### src/rtl/inst_encoder.sv
// inst_encoder: buffers one-hot mnemonic requests and writes encoded words to sequential instruction memory
module inst_encoder #(
  parameter int DEPTH = 4
) (
  input  logic        clk,
  input  logic        reset,
  input  logic        start_load,
  input  logic [7:0]  start_addr_in,
  input  logic        in_valid,
  output logic        in_ready,
  input  logic [15:0] op_onehot,
  input  logic [3:0]  operand_in,
  output logic        out_valid,
  input  logic        out_ready,
  output logic [7:0]  out_addr,
  output logic [7:0]  out_data,
  output logic        err_pulse,
  output logic [7:0]  illegal_cnt,
  output logic        done,
  output logic        wrapped
);
  localparam int AW = $clog2(DEPTH);
  typedef enum logic [1:0] {IDLE, RUN, DRAIN, DONE} state_t;
  state_t      r_state, w_next;
  logic [7:0]  r_mem [DEPTH];
  logic [AW:0] r_wp, r_rp;
  logic [7:0]  r_addr, r_cnt;
  logic        r_err, r_wrap;
  logic        w_empty, w_full, w_legal, w_accept, w_push, w_pop, w_end, w_start;
  logic [3:0]  w_idx;
  logic [7:0]  w_word;
  assign w_empty  = r_wp == r_rp;
  assign w_full   = (r_wp[AW] != r_rp[AW]) && (r_wp[AW-1:0] == r_rp[AW-1:0]);
  assign w_legal  = (op_onehot != '0) && ((op_onehot & (op_onehot - 16'd1)) == '0);
  assign in_ready = (r_state == RUN) && !w_full;
  assign w_accept = in_valid && in_ready;
  assign w_push   = w_accept && w_legal;
  assign w_pop    = !w_empty && out_ready;
  assign w_word   = {w_idx, operand_in};
  assign w_end    = w_push && (w_word == 8'h0F);
  assign w_start  = start_load && (r_state == IDLE || r_state == DONE);
  assign out_valid   = !w_empty;
  assign out_data    = w_empty ? 8'h00 : r_mem[r_rp[AW-1:0]];
  assign out_addr    = r_addr;
  assign err_pulse   = r_err;
  assign illegal_cnt = r_cnt;
  assign done        = r_state == DONE;
  assign wrapped     = r_wrap;
  // opcode is the position of the set bit; only meaningful when the select is legal
  always_comb begin
    w_idx = '0;
    for (int k = 0; k < 16; k++) if (op_onehot[k]) w_idx = 4'(k);
  end
  // load sequencing: start from idle/done, stop accepting at the end marker, finish once drained
  always_comb begin
    w_next = r_state;
    if (w_start) w_next = RUN;
    else if (r_state == RUN && w_end) w_next = DRAIN;
    else if (r_state == DRAIN && w_empty) w_next = DONE;
  end
  // state register
  always_ff @(posedge clk) begin
    if (reset) r_state <= IDLE;
    else r_state <= w_next;
  end
  // FIFO pointers, write address, error and wrap bookkeeping
  always_ff @(posedge clk) begin
    if (reset) begin
      r_wp   <= '0;
      r_rp   <= '0;
      r_addr <= '0;
      r_cnt  <= '0;
      r_err  <= 1'b0;
      r_wrap <= 1'b0;
    end else begin
      r_err <= w_accept && !w_legal;
      if (w_accept && !w_legal && r_cnt != 8'hFF) r_cnt <= r_cnt + 8'd1;
      if (w_push) r_wp <= r_wp + 1'b1;
      if (w_pop) begin
        r_rp   <= r_rp + 1'b1;
        r_addr <= r_addr + 8'd1;
        if (r_addr == 8'hFF) r_wrap <= 1'b1;
      end
      if (w_start) begin
        r_addr <= start_addr_in;
        r_wrap <= 1'b0;
      end
    end
  end
  // buffer storage; stale entries are unreachable once pointers reset
  always_ff @(posedge clk) begin
    if (w_push) r_mem[r_wp[AW-1:0]] <= w_word;
  end
endmodule

### config.mk
export PLATFORM = sky130hd
export DESIGN_NAME = inst_encoder
export DESIGN_NICKNAME = d
export VERILOG_FILES = /design/src/rtl/inst_encoder.sv
export SDC_FILE = /design/constraint.sdc
export NUM_CORES = 1
export LEC_CHECK = 0
export ABC_AREA = 1
export CAP_MARGIN = 20
export CORE_MARGIN = 1
export CORE_UTILIZATION = 30
export CTS_BUF_LIST = sky130_fd_sc_hd__clkbuf_4
export DETAILED_ROUTE_END_ITERATION = 16
export HOLD_SLACK_MARGIN = 0.06
export PLACE_DENSITY = 0.51
export SLEW_MARGIN = 20
export SYNTH_ARGS = -nofsm -noshare
export SYNTH_HDL_FRONTEND = slang
export SYNTH_SLANG_ARGS = --single-unit
export TNS_END_PERCENT = 20
### constraint.sdc
create_clock -name clk -period 2.42 [get_ports clk]
set_input_delay 0.363 -clock clk [delete_from_list [all_inputs] [get_ports clk]]
set_output_delay 0.363 -clock clk [all_outputs]
set_load 0.02 [all_outputs]
==> results.ini <==
[setup_path]
path_max_fanout=5
crit_path_start_kind=flip-flop
criticalPathCategory=reg -> out
timing.critical_path.to_type=primary output
worstPathRequired_ns=2.06
cp.arrival_ns=1.97

[route]
via_per_inst=4.564
wire_per_inst_um=13.05
antenna_violating_nets_post_route=0
finalWirelength_um=8260
drcViolationCount=0
routed-via-count=2889
drt_pre_antenna_iters=4
drt-initial-drc-count=119

[power_and_ir_drop]
power.total_mw=2.563
power_per_cell_area_nw_per_um2=571.2
irDropWorstVdd_uv=242.4
cellLeakagePower_nw=1.920

[floorplan]
core-area_um2=10460
ios=62
die_area_um2=11320
rows=37
die_height_um=106.4
start_util=0.3125
die_x_um=106.4

[logic_synthesis]
avgSynthCellArea_um2=8.194
synth_top_area_share=0.2939
synthesized_instance_count=399
synth_top_cells_by_area=edfxtp_1, dfxtp_1, nand2_1, inv_1, nor2_1
yosys_most_used_dff=edfxtp_1
yosys-top-cells-count=nand2_1, inv_1, nor2_1, edfxtp_1, dfxtp_1
synthDominantAreaCellType=edfxtp_1
synth-edff-count=32
synth_most_common_cell=nand2_1
synth_cell_types=34
synth.ff_latch_count=60
ys_async_sr_fraction=0
synthesis.nets=442
syn-cell-area_um2=3269
yosysWarningCount=0
synth_sequential_area_ratio=0.4654

[sta]
number_of_pins_with_negative_max_slew_slack_in_the_final_report=0
tightest_slew_ns=0.4323
fin_hold_ws_ns=0.4708
final_worst_path_period_share=0.9659
finClkSkew_ns=0.01417
final-hold-violation-count=0
max_freq_mhz=427.8
slew_headroom=0.7091
final-setup-viol-count=0
grt_setup_unrepaired=true
period_needed_ns=2.338

[grt]
grt_util_all_layers=0.1513
grt_pass1_vias=2793
overflow=0
grt_antenna_before_repair=0
grt_first_pass_wirelength_um=13280
grt_max_degree=17

[clocking]
max-clock-path-buffers=2
count_of_h_tree_levels_built_during_cts=3
cts-buffers-inserted=9
cts_hold_buf=0
ctsRootBufferMaster=clkbuf_4
cts_tree=built
clk_pin_slew_worst_paths_ns=0.12
cts_sinks=60
clock_latency_ns=0.40

[placed_design]
finalWeightedCongestion=0.8550
place.detailed.instances=611
io_buffers=61
dp_hpwl_um=6071

[status]
run_status=finished, final reports clean

[final_layout]
postLayoutCoreUtil=0.4288
nNetsFinal=535
insertedDiodeCount=0
layout-area-overhead-vs-synth_pct=37.24
layout.cells.non_filler=633
drive_gt1_frac=0.1590

[min_path]
min_path_type=reg -> reg

[job]
max_cap_violations=0

per-stage QoR:
stage               setup slack [ns]  area, um^2  setup TNS [ns]
CTS                          -0.1016        4388         -0.6630
floorplan                     0.4089        3269               0
finish                       0.08241        4487               0
global placement             0.01920        4190               0
detailed placement          -0.01168        4190        -0.09123
global route                 -0.1019        4487         -0.1019
final timing paths:
check,slack [ns],cells past startpoint,startpoint,endpoint
min,0.47,2,wrapped,wrapped
min reg2reg,0.47,2,wrapped,wrapped
max,0.08,5,r_rp[0],in_ready
max reg2reg,0.60,8,r_state[0],out_addr[6]
area by class of cell:
cell class,instances,area (um^2)
clock buffer,9,67.56
clock inverter,7,123.9
fill,1074,5976
inverter,56,214.0
multi-input combinational,275,1541
sequential,60,1524
tap,136,170.2
timing repair buffer,90,845.8
repair_timing:
item / in CTS / in global routing
resized for setup: 4 / 14
setup buffers: 0 / 6
endpoints found under the setup margin: 9 / 10
pin swaps: 0 / 0
cell usage in the layout, fill, tap and decap left out, types with 5 or more instances in the layout:
master	n
nand4_1	11
nor2_1	51
nand2_1	82
dlymetal6s2s_1	7
o32ai_1	8
nand3_1	17
inv_1	51
o21ai_1	6
dfxtp_1	26
clkdlybuf4s50_1	53
nor2_2	8
edfxtp_1	32
o21ai_0	17
buf_4	27
xnor2_1	5
clkbuf_4	9
a21oi_1	21
ha_1	10
a31oi_1	5
routing by layer:
metal | routed length (um) | up-vias | GRT usage
met5 | 0 | - | 0
met4 | 64 | 0 | 0.04167
met3 | 285 | 4 | 0.04108
met2 | 3999 | 63 | 0.2560
met1 | 3910 | 1302 | 0.1881
li1 | - | 1520 | -
critical path, stage by stage (launching register included):
cell and delay, ns:
dfxtp_1 0.39, xnor2_2 0.27, nand2_1 0.10, o21ai_2 0.20, inv_1 0.08, clkdlybuf4s50_1 0.54
state kept, by name (all words and copies together) (netlist names), named ones only:
signal and count:
out_addr 8, r_rp 3, illegal_cnt 8, r_state 2
r_mem 32, wrapped 1, r_wp 3, err_pulse 1
where the power goes:
part	internal (mW)	total [mW]	switching (mW)
clock network	0.530	0.919	0.390
registers	1.10	1.14	0.0380
logic	0.230	0.508	0.279
cell families (layout without fill, tap and decap cells):
group | after synthesis | in the layout | synth area share
compound gates | 66 | 66 | 0.1190
xor+xnor | 10 | 10 | 0.02679
fa+ha+maj | 10 | 10 | 0.03827
buf+inv | 64 | 162 | 0.07424
flops | 60 | 60 | 0.4654
simple gates | 189 | 189 | 0.2763
No activity file was read; power rests on OpenSTA's default activity.
